`src/rtl/dvi_stream_capture.sv`:
```
// Pixel-clocked DVI capture into an AXI4-Stream video master (tuser = SOF, tlast = EOL).
// Optional build macro DVI_CAPTURE_DECIMATE_EN adds the `decimate` input (keep even pixels only).
module dvi_stream_capture #(
  parameter int unsigned FIFO_DEPTH = 64,
  parameter int unsigned CNT_W      = 12
) (
  input  logic             m_axis_vid_aclk,
  input  logic             aresetn,
  input  logic             vid_hsync,
  input  logic             vid_vsync,
  input  logic             vid_active,
  input  logic [23:0]      vid_rgb,
  input  logic             enable,
  input  logic             sync_polarity,
`ifdef DVI_CAPTURE_DECIMATE_EN
  input  logic             decimate,
`endif
  input  logic [CNT_W-1:0] capture_width,
  input  logic [CNT_W-1:0] capture_height,
  output logic [31:0]      m_axis_vid_tdata,
  output logic             m_axis_vid_tvalid,
  input  logic             m_axis_vid_tready,
  output logic             m_axis_vid_tlast,
  output logic             m_axis_vid_tuser,
  output logic             overflow
);

  localparam int unsigned AW = $clog2(FIFO_DEPTH);
  localparam logic [AW:0] FULL_CNT  = (AW+1)'(FIFO_DEPTH);
  localparam logic [AW:0] NEAR_CNT  = (AW+1)'(FIFO_DEPTH - 1);

  typedef enum logic [1:0] {IDLE, WAIT_LINE, LINE, DROP} state_t;
  state_t state, state_nxt;

  logic             vs, vs_q, vs_q2, frame_start;
  logic             hs_unused;
  logic             p_act;
  logic [23:0]      p_rgb;
  logic [CNT_W-1:0] width_q, height_q, x, y;
  logic             sof;
  logic             keep, take, push, pop, last_w, ovf_evt;
  logic             near_full, full_eff;
  logic [AW:0]      count, cnt_eff;
  logic [AW-1:0]    wr_ptr, rd_ptr;
  logic [25:0]      mem [FIFO_DEPTH];
  logic [25:0]      rd_word;

  assign vs          = vid_vsync ^ sync_polarity;
  assign frame_start = vs_q & ~vs_q2;
  // Line boundaries come from vid_active; hsync is only observed.
  assign hs_unused   = vid_hsync ^ sync_polarity;

  always_ff @(posedge m_axis_vid_aclk or negedge aresetn) begin
    if (!aresetn) begin
      vs_q  <= 1'b0;
      vs_q2 <= 1'b0;
      p_act <= 1'b0;
      p_rgb <= '0;
    end else begin
      vs_q  <= vs;
      vs_q2 <= vs_q;
      p_act <= vid_active;
      p_rgb <= vid_rgb;
    end
  end

`ifdef DVI_CAPTURE_DECIMATE_EN
  logic dec_q, p_odd;
  // Pixel phase within the current active run; first pixel of a run is even.
  always_ff @(posedge m_axis_vid_aclk or negedge aresetn) begin
    if (!aresetn) begin
      p_odd <= 1'b0;
      dec_q <= 1'b0;
    end else begin
      p_odd <= vid_active & p_act & ~p_odd;
      if (frame_start) dec_q <= decimate;
    end
  end
  assign keep = ~dec_q | ~p_odd;
`else
  assign keep = 1'b1;
`endif

  // State register
  always_ff @(posedge m_axis_vid_aclk or negedge aresetn) begin
    if (!aresetn) state <= IDLE;
    else          state <= state_nxt;
  end

  // Next-state logic
  always_comb begin
    state_nxt = state;
    case (state)
      IDLE:      state_nxt = IDLE;
      WAIT_LINE: if (vid_active && !p_act) state_nxt = LINE;
      LINE: begin
        if (ovf_evt)
          state_nxt = DROP;
        else if (push && last_w)
          state_nxt = (y == height_q - CNT_W'(1)) ? IDLE : WAIT_LINE;
      end
      DROP:      state_nxt = DROP;
      default:   state_nxt = IDLE;
    endcase
    if (frame_start) state_nxt = enable ? WAIT_LINE : IDLE;
  end

  // Output / datapath control
  always_comb begin
    pop       = m_axis_vid_tvalid & m_axis_vid_tready;
    cnt_eff   = count - (AW+1)'(pop);
    near_full = (cnt_eff == NEAR_CNT);
    full_eff  = (cnt_eff == FULL_CNT);
    take      = (state == LINE) & p_act & keep;
    push      = take & ~full_eff;
    ovf_evt   = take & (near_full | full_eff);
    // A frame start or near-full FIFO closes the line on the pixel being stored.
    last_w    = (x == width_q - CNT_W'(1)) | ~vid_active | frame_start | near_full;
  end

  always_ff @(posedge m_axis_vid_aclk or negedge aresetn) begin
    if (!aresetn) begin
      width_q  <= '0;
      height_q <= '0;
      x        <= '0;
      y        <= '0;
      sof      <= 1'b0;
      overflow <= 1'b0;
    end else begin
      if (state != LINE) x <= '0;
      else if (push)     x <= x + CNT_W'(1);

      if (frame_start) begin
        width_q  <= capture_width;
        height_q <= capture_height;
        y        <= '0;
        sof      <= enable;
      end else if (push) begin
        sof <= 1'b0;
        if (last_w) y <= y + CNT_W'(1);
      end

      if (ovf_evt) overflow <= 1'b1;
    end
  end

  // First-word fall-through FIFO of {tuser, tlast, rgb}
  always_ff @(posedge m_axis_vid_aclk) begin
    if (push) mem[wr_ptr] <= {sof, last_w, p_rgb};
  end

  always_ff @(posedge m_axis_vid_aclk or negedge aresetn) begin
    if (!aresetn) begin
      wr_ptr <= '0;
      rd_ptr <= '0;
      count  <= '0;
    end else begin
      wr_ptr <= wr_ptr + AW'(push);
      rd_ptr <= rd_ptr + AW'(pop);
      count  <= count + (AW+1)'(push) - (AW+1)'(pop);
    end
  end

  assign rd_word           = mem[rd_ptr];
  assign m_axis_vid_tvalid = (count != '0);
  assign m_axis_vid_tdata  = m_axis_vid_tvalid ? {8'h00, rd_word[23:0]} : '0;
  assign m_axis_vid_tlast  = m_axis_vid_tvalid & rd_word[24];
  assign m_axis_vid_tuser  = m_axis_vid_tvalid & rd_word[25];

endmodule

```
`config.mk`:
```
export PLATFORM = sky130hd
export DESIGN_NAME = dvi_stream_capture
export DESIGN_NICKNAME = d
export VERILOG_FILES = /design/src/rtl/dvi_stream_capture.sv
export SDC_FILE = /design/constraint.sdc
export NUM_CORES = 2
export LEC_CHECK = 0
export BUFFER_PORTS_ARGS = -buffer_cell sky130_fd_sc_hd__buf_2
export CORE_MARGIN = 2
export CORE_UTILIZATION = 40
export CTS_BUF_LIST = sky130_fd_sc_hd__clkbuf_16
export DETAILED_ROUTE_END_ITERATION = 7
export SETUP_SLACK_MARGIN = 0.2
export SLEW_MARGIN = 25
export SYNTH_ARGS = -nofsm -noshare
export SYNTH_HDL_FRONTEND = slang
export SYNTH_SLANG_ARGS = --single-unit
```
`constraint.sdc`:
```
create_clock -name m_axis_vid_aclk -period 9.5 [get_ports m_axis_vid_aclk]
set_input_delay 0.95 -clock m_axis_vid_aclk [delete_from_list [all_inputs] [get_ports m_axis_vid_aclk]]
set_output_delay 0.95 -clock m_axis_vid_aclk [all_outputs]
set_load 0.01 [all_outputs]
```
==> metrics.csv <==
stage,metric,value,unit
status,outcome,"finished, final reports clean",
synthesis,synth_seq_cells,1762,
cells_and_area,finalNetCount,3236,
cts,hold_buffers,0,
placed_design,numPortBuffers,82,
placed_design,gp_congestion,0.7729,
drt,wl_per_cell,27.49,um
synthesis,ys_types,62,
critical_path,start_kind,flop,
cells_and_area,final_util,0.4608,
cts,clkLatencyLatePin,0.80,ns
drt,drt-pass1-iter-count,5,
floorplanning,rows,151,
timing,hold_viol,0,
pwr,swShare,0.2977,
synthesis,synth_warnings,0,
synthesis,synth_cells,2975,
drt,routed_wl,151.8,mm
synthesis,synthArstFlopShare,0.05562,
cts,cts_max_path_buffers,3,
cts,htree_levels,4,
synthesis,synthAdderAreaFrac,0.004685,
floorplanning,die_x,417.4,um
synthesis,yosysSeqAreaShare,0.7667,
synthesis,synth_top_area_frac,0.7308,
synthesis,synth_simple_gate_area_frac,0.02280,
cts,path_clk_slew,0.06,ns
synthesis,synth_top_family_by_area,multiplexers,
cts,clockRootBuffer,clkbuf_16,
drt,vias,30770,
grt,grt_start_max_net_pins,140,
cts,cts_setup_buffers,0,
cells_and_area,register_area,52530,um2
timing,max_freq,0.1734,GHz
timing,fin_crit,5.766,ns
critical_path,cp_max_fo,50,
floorplanning,start_util,0.4030,
grt,first_global_vias,31580,
floorplanning,core-area,169700,um2
pwr,power.density,275.8,nW/um2
placed_design,post-dp-hpwl,89.35,mm
critical_path,path_class,flop to output port,
floorplanning,dieArea,174300,um2
timing,skew,0.02287,ns
grt,antenna_found_initial,15,
pwr,p_comb_frac,0.288,
cells_and_area,n_fill_cell,13910,
pwr,total_power,21.56,mW
cts,clock-sinks,1762,
cts,cts_tree,done,
synthesis,synth_xor_area_frac,0.006533,
synthesis,synthFlopType,edfxtp_1,
timing,rsz0062_at_grt,no,
drt,viasPerCell,5.571,
pwr,p_sw,6.419,mW
critical_path,required,8.55,ns
cells_and_area,drive_gt1_frac,0.3134,
drt,drt_drc_violations_left,0,
min_path,hp-class,input pin to asynchronous set/reset pin,
timing,max_slew_margin,0.2652,
synthesis,synth_edf_count,1664,
cells_and_area,multi_input_area,15730,um2
cts,cts_inserted_buffers,171,
pwr,clkPwrFrac,0.293,
synthesis,syn_area,68380,um2
job,cap_viol_max_count,0,
cts,cts-resized-gates,0,
critical_path,crit_arrival,4.82,ns
synthesis,synth_compound_area_frac,0.008106,
critical_path,end_kind,output port,
grt,grt_pass1_wl,221.1,mm
timing,drv_slew,0,
pwr,intPower,15.14,mW
timing,setup_viol,0,
drt,first_iter_violations,3009,
timing,worst_slew_pin_slew,1.102,ns
drt,final_antenna_net_count,0,
synthesis,synth_area_leaders,"edfxtp_1 73%, mux4_2 18%, dfrtp_1 3.6%, clkbuf_1 0.58%, nor2_1 0.54%",
grt,grt_usage,0.1754,
grt,overflow,0,
pwr,peakVddDrop,0.0002996,V
floorplanning,ios,92,
cells_and_area,syn2layout_area_growth,14.34,%
timing,min_period_over_period,0.6069,
pwr,seqPwrFrac,0.419,
synthesis,avgSynthCellArea,22.98,um2
floorplanning,fp.dieH,417.4,um
pwr,p_leak,24.48,nW
timing,fin_tns_setup,0,ns
synthesis,yosys.area.top_type,edfxtp_1,
synthesis,muxShareOfSynthArea,0.1803,
per-stage QoR:
stage	std cells	cell area, um2	setup slack (ns)	hold slack, ns
floorplan	2982	68400	4.887	0.3677
global placement	5161	71900	3.344	0.3884
detailed placement	5194	72750	3.489	0.3977
CTS	5505	77940	3.459	0.2004
global route	5520	78170	3.390	0.07909
finish	5522	78180	3.734	0.1146
power groups by stage:
stage                     Sequential [mW]  Clock (mW)  Combinational, mW
after floorplan                      8.98           0               4.24
after global placement               9.19           0               6.27
after detailed placement             9.20           0               6.29
after CTS                            9.04        6.47               6.30
after global routing                 9.07        6.76               6.55
final                                9.04        6.32               6.21
critical path, cell delays in order (launching register included):
cell	delay (ns)
dfrtp_4	0.64
buf_4	0.65
buf_4	0.72
mux4_2	0.42
mux4_2	0.58
mux4_2	0.56
and2_1	0.20
buf_2	0.14
final cells by class:
type | instances | share of cell area
Inverter | 26 | 0.001248
Tap cell | 2218 | 0.03550
Multi-Input combinational cell | 1032 | 0.2012
Sequential cell | 1762 | 0.6719
Clock buffer | 174 | 0.05570
Clock inverter | 137 | 0.01071
Timing Repair Buffer | 162 | 0.02343
Antenna cell | 11 | 0.0003521
layout by cell type, fill, tap and decap left out, drive strengths merged, types with 5 or more instances in the layout:
master,instances
a21oi,15
and2,28
buf,162
bufinv,5
clkbuf,174
clkinv,82
conb,8
dfrtp,98
diode,11
edfxtp,1664
ha,24
inv,74
mux4,546
nand2,84
nand2b,9
nand3,23
nand4,17
nor2,98
nor3,9
nor4,5
o21ai,20
o31ai,8
or3,9
or4,15
xnor2,22
xor2,29
cells in the mapped netlist (3+ instances only):
cell type / n
o21a_1: 3
nand3_1: 23
a21boi_0: 3
nor2b_1: 4
dfrtp_1: 98
clkbuf_1: 105
o211a_1: 4
nand2b_1: 9
mux2i_1: 3
xor2_1: 29
mux4_2: 546
buf_1: 47
nor4_1: 5
or3_1: 8
nand3b_1: 3
edfxtp_1: 1664
ha_1: 24
nor2_1: 98
o211ai_1: 4
xnor2_1: 22
nor3_1: 9
a21oi_1: 15
nand2_1: 84
inv_1: 25
nand4b_1: 3
and2_1: 28
buf_4: 8
or4_1: 15
o31ai_1: 8
o21ai_0: 20
nand4_1: 17
flip-flops by register name (all words and copies together) (netlist names), 6 cells and up:
register  count
count         7
x            12
height_q     12
mem        1664
width_q      12
wr_ptr        6
p_rgb        24
rd_ptr        6
y            12
cells by family (layout without fill, tap and decap cells):
| kind of cell | Yosys count | count (layout) |
|---|---|---|
| other | 1 | 19 |
| muxes | 549 | 549 |
| DFF | 1762 | 1762 |
| adders and majority gates | 25 | 25 |
| buffers and inverters | 188 | 499 |
| AOI/OAI and AO/OA | 80 | 80 |
| and+or+nand+nor | 319 | 319 |
| xor gates and xnor gates | 51 | 51 |
layer usage:
metal  GRT usage  share of wire  vias up
met1      0.2463           0.43    16730
met3     0.04026          0.067      183
li1            -              -    12970
met5           0        0.00028        -
met4     0.04791          0.019        6
met2      0.2771           0.48      885
final timing paths:
kind | start | slack (ns) | end | cells after the start
hold reg to reg | vs_q$_DFF_PN0_ | 0.41 | vs_q2$_DFF_PN0_ | 0
setup reg to reg | count[3]$_DFF_PN0_ | 3.87 | mem[36][19]$_DFFE_PP_ | 14
setup / recovery | rd_ptr[1]$_DFF_PN0_ | 3.73 | m_axis_vid_tdata[18] | 7
max in group asynchronous | aresetn | 8.12 | sof$_DFFE_PN0P_ | 3
hold / removal | aresetn | 0.11 | x[5]$_DFFE_PN0P_ | 1
min in group m_axis_vid_aclk | vid_rgb[19] | 0.27 | p_rgb[19]$_DFF_PN0_ | 1
(Power assumes the default switching activity.)
